[src/rtl/timer_pkg.sv]
// timer_pkg: shared state encoding, default field limits and a small helper
package timer_pkg;
  typedef enum logic [1:0] {ST_RUN, ST_PAUSED, ST_ADJ, ST_DONE} state_t;
  localparam int SEC_MAX_DEF = 59;
  localparam int MIN_MAX_DEF = 59;
  localparam int CW_DEF = 6;
  function automatic int max2(input int a, input int b);
    return a > b ? a : b;
  endfunction
endpackage

[src/rtl/timer_core_if.sv]
// timer_core_if: control pulses/levels into the timer and registered time/status back out
interface timer_core_if import timer_pkg::*; #(parameter int CW = CW_DEF) ();
  logic          tick_1hz;
  logic          tick_adj;
  logic          pause_pulse;
  logic          clear;
  logic          adjust;
  logic          select;
  logic          down;
  logic [CW-1:0] minutes;
  logic [CW-1:0] seconds;
  logic          paused;
  logic          expired;
  logic          wrap;
  modport master (
    output tick_1hz, tick_adj, pause_pulse, clear, adjust, select, down,
    input  minutes, seconds, paused, expired, wrap
  );
  modport slave (
    input  tick_1hz, tick_adj, pause_pulse, clear, adjust, select, down,
    output minutes, seconds, paused, expired, wrap
  );
endinterface

[src/rtl/timer_core_mod_counter.sv]
// mod_counter: modulo-(MAX+1) up/down field with terminal flags for chaining
module mod_counter import timer_pkg::*; #(
  parameter int MAX = SEC_MAX_DEF,
  parameter int CW  = CW_DEF
) (
  input  logic          clk,
  input  logic          rst_n,
  input  logic          clr,
  input  logic          inc,
  input  logic          dec,
  output logic [CW-1:0] cnt,
  output logic          at_max,
  output logic          at_zero
);
  localparam logic [CW-1:0] MAXV = CW'(MAX);
  logic [CW-1:0] cnt_d, cnt_q;
  assign at_max  = cnt_q >= MAXV;
  assign at_zero = cnt_q == '0;
  assign cnt     = cnt_q;
  // next count: clear wins, then increment (wrap to 0), then decrement (wrap to MAX)
  always_comb begin
    cnt_d = clr ? '0 :
            inc ? (at_max ? '0 : cnt_q + 1'b1) :
            dec ? (at_zero ? MAXV : cnt_q - 1'b1) : cnt_q;
  end
  // field register
  always_ff @(posedge clk) begin
    if (!rst_n) cnt_q <= '0;
    else        cnt_q <= cnt_d;
  end
endmodule

[src/rtl/timer_core.sv]
// timer_core: mm:ss run/pause/adjust/countdown timer built from two chained mod_counters
module timer_core import timer_pkg::*; #(
  parameter int SEC_MAX = SEC_MAX_DEF,
  parameter int MIN_MAX = MIN_MAX_DEF,
  parameter int CW      = CW_DEF
) (
  input  logic clk,
  input  logic rst_n,
  timer_core_if.slave bus
);
  if (!((2 ** CW) > max2(SEC_MAX, MIN_MAX) && SEC_MAX >= 1 && MIN_MAX >= 1)) begin : g_bad_params
    $error("timer_core: CW too narrow for the field maxima, or a maximum below 1");
  end
  state_t        state_d, state_q, ret_d, ret_q;
  logic          wrap_d, wrap_q;
  logic          clr, sec_inc, sec_dec, min_inc, min_dec;
  logic [CW-1:0] sec, mins;
  logic          sec_max, sec_zero, min_max, min_zero;
  mod_counter #(.MAX(SEC_MAX), .CW(CW)) u_sec (
    .clk(clk), .rst_n(rst_n), .clr(clr), .inc(sec_inc), .dec(sec_dec),
    .cnt(sec), .at_max(sec_max), .at_zero(sec_zero)
  );
  mod_counter #(.MAX(MIN_MAX), .CW(CW)) u_min (
    .clk(clk), .rst_n(rst_n), .clr(clr), .inc(min_inc), .dec(min_dec),
    .cnt(mins), .at_max(min_max), .at_zero(min_zero)
  );
  // next state and field enables, resolved as clear > adjust > pause > tick
  always_comb begin
    state_d = state_q;
    ret_d   = ret_q;
    wrap_d  = 1'b0;
    clr     = 1'b0;
    sec_inc = 1'b0;
    sec_dec = 1'b0;
    min_inc = 1'b0;
    min_dec = 1'b0;
    if (bus.clear) begin
      clr     = 1'b1;
      state_d = bus.adjust ? ST_ADJ : ST_RUN;
      ret_d   = ST_RUN;
    end else if (bus.adjust) begin
      if (state_q != ST_ADJ) begin
        state_d = ST_ADJ;
        ret_d   = state_q == ST_RUN ? ST_RUN : ST_PAUSED;
      end else if (bus.tick_adj) begin
        sec_inc = bus.select;
        min_inc = !bus.select;
      end
    end else if (state_q == ST_ADJ) begin
      state_d = ret_q;
    end else if (state_q == ST_RUN || state_q == ST_PAUSED) begin
      if (bus.pause_pulse) begin
        state_d = state_q == ST_RUN ? ST_PAUSED : ST_RUN;
      end else if (bus.tick_1hz && state_q == ST_RUN) begin
        if (!bus.down) begin
          sec_inc = 1'b1;
          min_inc = sec_max;
          wrap_d  = sec_max && min_max;
        end else if (sec_zero && min_zero) begin
          state_d = ST_DONE;
        end else begin
          sec_dec = 1'b1;
          min_dec = sec_zero;
          state_d = (min_zero && sec == CW'(1)) ? ST_DONE : ST_RUN;
        end
      end
    end
  end
  // state, return-state memory and wrap pulse registers
  always_ff @(posedge clk) begin
    if (!rst_n) begin
      state_q <= ST_RUN;
      ret_q   <= ST_RUN;
      wrap_q  <= 1'b0;
    end else begin
      state_q <= state_d;
      ret_q   <= ret_d;
      wrap_q  <= wrap_d;
    end
  end
  assign bus.minutes = mins;
  assign bus.seconds = sec;
  assign bus.paused  = state_q == ST_PAUSED;
  assign bus.expired = state_q == ST_DONE;
  assign bus.wrap    = wrap_q;
endmodule

[src/flat_wrapper.sv]
// flat-port wrapper written by rule: the top's interface ports become plain ports
module timer_core_flat import timer_pkg::*;
#(
  parameter int SEC_MAX = SEC_MAX_DEF,
  parameter int MIN_MAX = MIN_MAX_DEF,
  parameter int CW      = CW_DEF
)
  (clk, rst_n, bus_tick_1hz, bus_tick_adj, bus_pause_pulse, bus_clear, bus_adjust, bus_select, bus_down, bus_minutes, bus_seconds, bus_paused, bus_expired, bus_wrap);
  timer_core_if #(.CW(CW)) bus_i ();
  input  logic clk;
  input  logic rst_n;
  input wire logic [$bits(bus_i.tick_1hz)-1:0] bus_tick_1hz;
  input wire logic [$bits(bus_i.tick_adj)-1:0] bus_tick_adj;
  input wire logic [$bits(bus_i.pause_pulse)-1:0] bus_pause_pulse;
  input wire logic [$bits(bus_i.clear)-1:0] bus_clear;
  input wire logic [$bits(bus_i.adjust)-1:0] bus_adjust;
  input wire logic [$bits(bus_i.select)-1:0] bus_select;
  input wire logic [$bits(bus_i.down)-1:0] bus_down;
  output wire logic [$bits(bus_i.minutes)-1:0] bus_minutes;
  output wire logic [$bits(bus_i.seconds)-1:0] bus_seconds;
  output wire logic [$bits(bus_i.paused)-1:0] bus_paused;
  output wire logic [$bits(bus_i.expired)-1:0] bus_expired;
  output wire logic [$bits(bus_i.wrap)-1:0] bus_wrap;
  assign bus_i.tick_1hz = bus_tick_1hz;
  assign bus_i.tick_adj = bus_tick_adj;
  assign bus_i.pause_pulse = bus_pause_pulse;
  assign bus_i.clear = bus_clear;
  assign bus_i.adjust = bus_adjust;
  assign bus_i.select = bus_select;
  assign bus_i.down = bus_down;
  assign bus_minutes = bus_i.minutes;
  assign bus_seconds = bus_i.seconds;
  assign bus_paused = bus_i.paused;
  assign bus_expired = bus_i.expired;
  assign bus_wrap = bus_i.wrap;
  timer_core #(.SEC_MAX(SEC_MAX), .MIN_MAX(MIN_MAX), .CW(CW)) u_core (.clk(clk), .rst_n(rst_n), .bus(bus_i));
endmodule
[config.mk]
export PLATFORM = sky130hd
export DESIGN_NAME = timer_core_flat
export DESIGN_NICKNAME = d
export VERILOG_FILES = /design/src/rtl/timer_pkg.sv /design/src/rtl/timer_core_if.sv /design/src/rtl/timer_core_mod_counter.sv /design/src/rtl/timer_core.sv /design/src/flat_wrapper.sv
export SDC_FILE = /design/constraint.sdc
export NUM_CORES = 1
export LEC_CHECK = 0
export CORE_MARGIN = 5
export CORE_UTILIZATION = 54
export DETAILED_ROUTE_END_ITERATION = 6
export MAX_ROUTING_LAYER = met4
export PLACE_DENSITY_LB_ADDON = 0.3
export SLEW_MARGIN = 40
export SYNTH_ARGS = -nofsm -noshare
export SYNTH_HDL_FRONTEND = slang
export SYNTH_SLANG_ARGS = --single-unit
export TNS_END_PERCENT = 1
[constraint.sdc]
create_clock -name clk -period 2.4 [get_ports clk]
set_input_delay 0.24 -clock clk [delete_from_list [all_inputs] [get_ports clk]]
set_output_delay 0.24 -clock clk [all_outputs]
set_load 0.005 [all_outputs]
==> results.ini <==
[clocking]
clkSinkCount = 16
cts_buffer_depth = 2
clock-root-buffer = clkbuf_4
cts_tree = built
postCtsSetupRepairBufs = 0
clk_pin_slew_ns = 0.10
htree_num_levels = 1
holdBufCountCts = 0
insertion_delay_ns = 0.29
cts_resized = 0
cts_buffers = 3

[sta]
fin_setup_tns_ns = 0
rsz0062_at_grt = no
clock.fmax_mhz = 476
period_share_pct = 87.5
slew_violations = 0
maxSlewHeadroom_pct = 64.7
whs_ns = 0.503
fin_crit_ns = 2.10
finalHoldViolations = 0
finalClockSkew_ns = 0.00440
setup_violations = 0
worst_pin_slew_ns = 0.529

[die]
die_h_um = 63.1
initial_core_util_pct = 55.6
fp.dieW_um = 63.1
core_area_um2 = 2730
io_pins = 24
design.die.area_um2 = 3980
rows = 19

[synthesis]
synth-edff-count = 0
synth-seq-cells = 16
synth_compound_area_share_pct = 28.7
synthMuxAreaShare_pct = 4.61
synth_top_family_by_area = simple AND/OR/NAND/NOR gates
avgSynthCellArea_um2 = 7.42
synth-xor-area-share_pct = 2.88
dominantRegCellSynth = dfxtp_1
synth-simple-area-share_pct = 30.6
syn-num-nets = 221
async_reset_ff_share_pct = 0
syn-cell-area_um2 = 1520
synthAdderAreaFrac_pct = 5.76
yosysWarnings = 0
ys_seq_area_share_pct = 21.1
syn_inst = 205
ys_types = 52

[setup_path]
cp.required_ns = 2.59
critPathArrivalTime_ns = 2.29
cp-end-kind = flop
crit_path_cell_trace = inv_1 > ha_1 > or3b_1 > a211o_1 > or3_1 > a21oi_1 > o22ai_1
critPathMaxFanout = 7
crit_type = flop to flop
slowest_delay_ns = 0.39
startpoint_type = flop
startpoint = u_core.u_sec.cnt[1]$_SDFFE_PP0P_
rr_startpoint = u_core.u_sec.cnt[1]$_SDFFE_PP0P_
crit_slowest_cell = dfxtp_1

[placed_design]
place_hpwl_um = 3150
placedCellCount = 255
portBuffers = 23
gp_congestion = 1.04

[worst_hold_path]
hold_path.class = flop to flop
min-delay-start = u_core.ret_q[0]$_SDFFE_PP0P_

[finish]
drive_gt1_share_pct = 9.65
final_cell_mix = 23 x clkdlybuf4s50_1, 19 x nor2_1, 15 x dfxtp_1, 14 x nand2_1, 14 x a21oi_1
final-instance-count-excl-fill = 259
area.growth.synth_to_final_pct = 20.8
mostFrequentLayoutCell = clkdlybuf4s50_1
nets = 245
num_antenna_cells = 0

[global_routing]
grt_max_degree = 16
grt_pass1_vias = 1501
grt_antenna_before_repair = 0
overflow = 0
grt_pass1_wl_um = 6730
grt_usage_pct = 20.5

[route]
drtIter0Drc = 147
drc = 0
via_count = 1645
first_pass_iters = 4
routed_via_density = 6.35
wire_per_inst_um = 15.9
routed_wirelength_um = 4120
antenna_left = 0

[outcome]
status = finished clean

[pwr]
p_leak_nw = 0.650
peakVddDrop_mv = 0.268
power.density_nw_per_um2 = 304
total_power_uw = 558

[job]
maxCapViolCount = 0

power by group:
group / switching, mW / internal, mW / total, mW
Combinational: 0.0508 / 0.0437 / 0.0944
Clock: 0.0948 / 0.0925 / 0.187
Sequential: 0.00716 / 0.269 / 0.276
Total: 0.153 / 0.405 / 0.558
layer usage:
layer	global-route usage (%)	vias to the layer above	share of wire (%)
met5	-	-	0
met4	6.63	0	1.8
li1	-	809	-
met1	25.6	770	44
met3	2.31	6	5.2
met2	34.2	60	49
worst max-delay path, delay by kind of cell (launching register included):
kind / cells / cell delay [ns]
fa+ha+maj: 1 / 0.19
compound gates: 3 / 0.60
buf+inv: 1 / 0.13
simple gates: 2 / 0.70
flops: 1 / 0.39
layout make-up:
type	instances	area, um^2
inverters	8	30.0
fillers	228	897
repair buffers	33	305
clock buffers	4	36.3
multi-input cells	167	1100
flip-flops and latches	16	322
well taps	31	38.8
synth_stat cells, types with 3 or more instances:
cell type | n | area share, %
ha_1 | 7 | 5.8
o21ai_0 | 11 | 3.6
nor3b_1 | 4 | 2.0
nor3_1 | 11 | 3.6
nor2_1 | 19 | 4.7
a211oi_1 | 6 | 3.0
mux2i_1 | 7 | 4.6
a21oi_1 | 14 | 4.6
nand3_1 | 9 | 3.0
dfxtp_1 | 16 | 21
nor2b_1 | 3 | 1.2
xnor2_1 | 5 | 2.9
nand2_1 | 14 | 3.5
nand2b_1 | 5 | 2.1
buf_2 | 5 | 1.6
a31oi_1 | 4 | 1.6
or3_1 | 5 | 2.1
clkbuf_1 | 7 | 1.7
inv_1 | 8 | 2.0
cells by family (layout without fill, tap and decap cells):
kind of cell / count (synthesis) / in the layout
adders and majority gates: 7 / 7
xor gates and xnor gates: 5 / 5
DFF: 16 / 16
buffers and inverters: 22 / 45
muxes: 7 / 7
AOI/OAI and AO/OA: 62 / 62
and+or+nand+nor: 86 / 86
stage by stage:
stage	setup slack, ns	instance area (um^2)	utilization [%]
global placement	0.277	1800	65.8
CTS	0.248	1830	67.1
finish	0.299	1840	67.2
floorplan	0.423	1520	-
detailed placement	0.231	1800	65.8
global route	0.0897	1840	67.2
sequential cells by signal, indices dropped and copies added (netlist names):
signal	cells
u_core.u_min.cnt	6
u_core.u_sec.cnt	6
u_core.state_q	2
u_core.bus.wrap	1
u_core.ret_q	1
path summary, 6_finish.rpt:
check,endpoint,slack [ns],cells after the start
worst max-delay path,u_core.u_min.cnt[4]$_SDFFE_PP0P_,0.30,7
worst min-delay path,u_core.ret_q[0]$_SDFFE_PP0P_,0.50,2
worst max register to register,u_core.u_min.cnt[4]$_SDFFE_PP0P_,0.30,7
worst min register to register,u_core.ret_q[0]$_SDFFE_PP0P_,0.50,2
No activity file was read; power rests on OpenSTA's default activity.
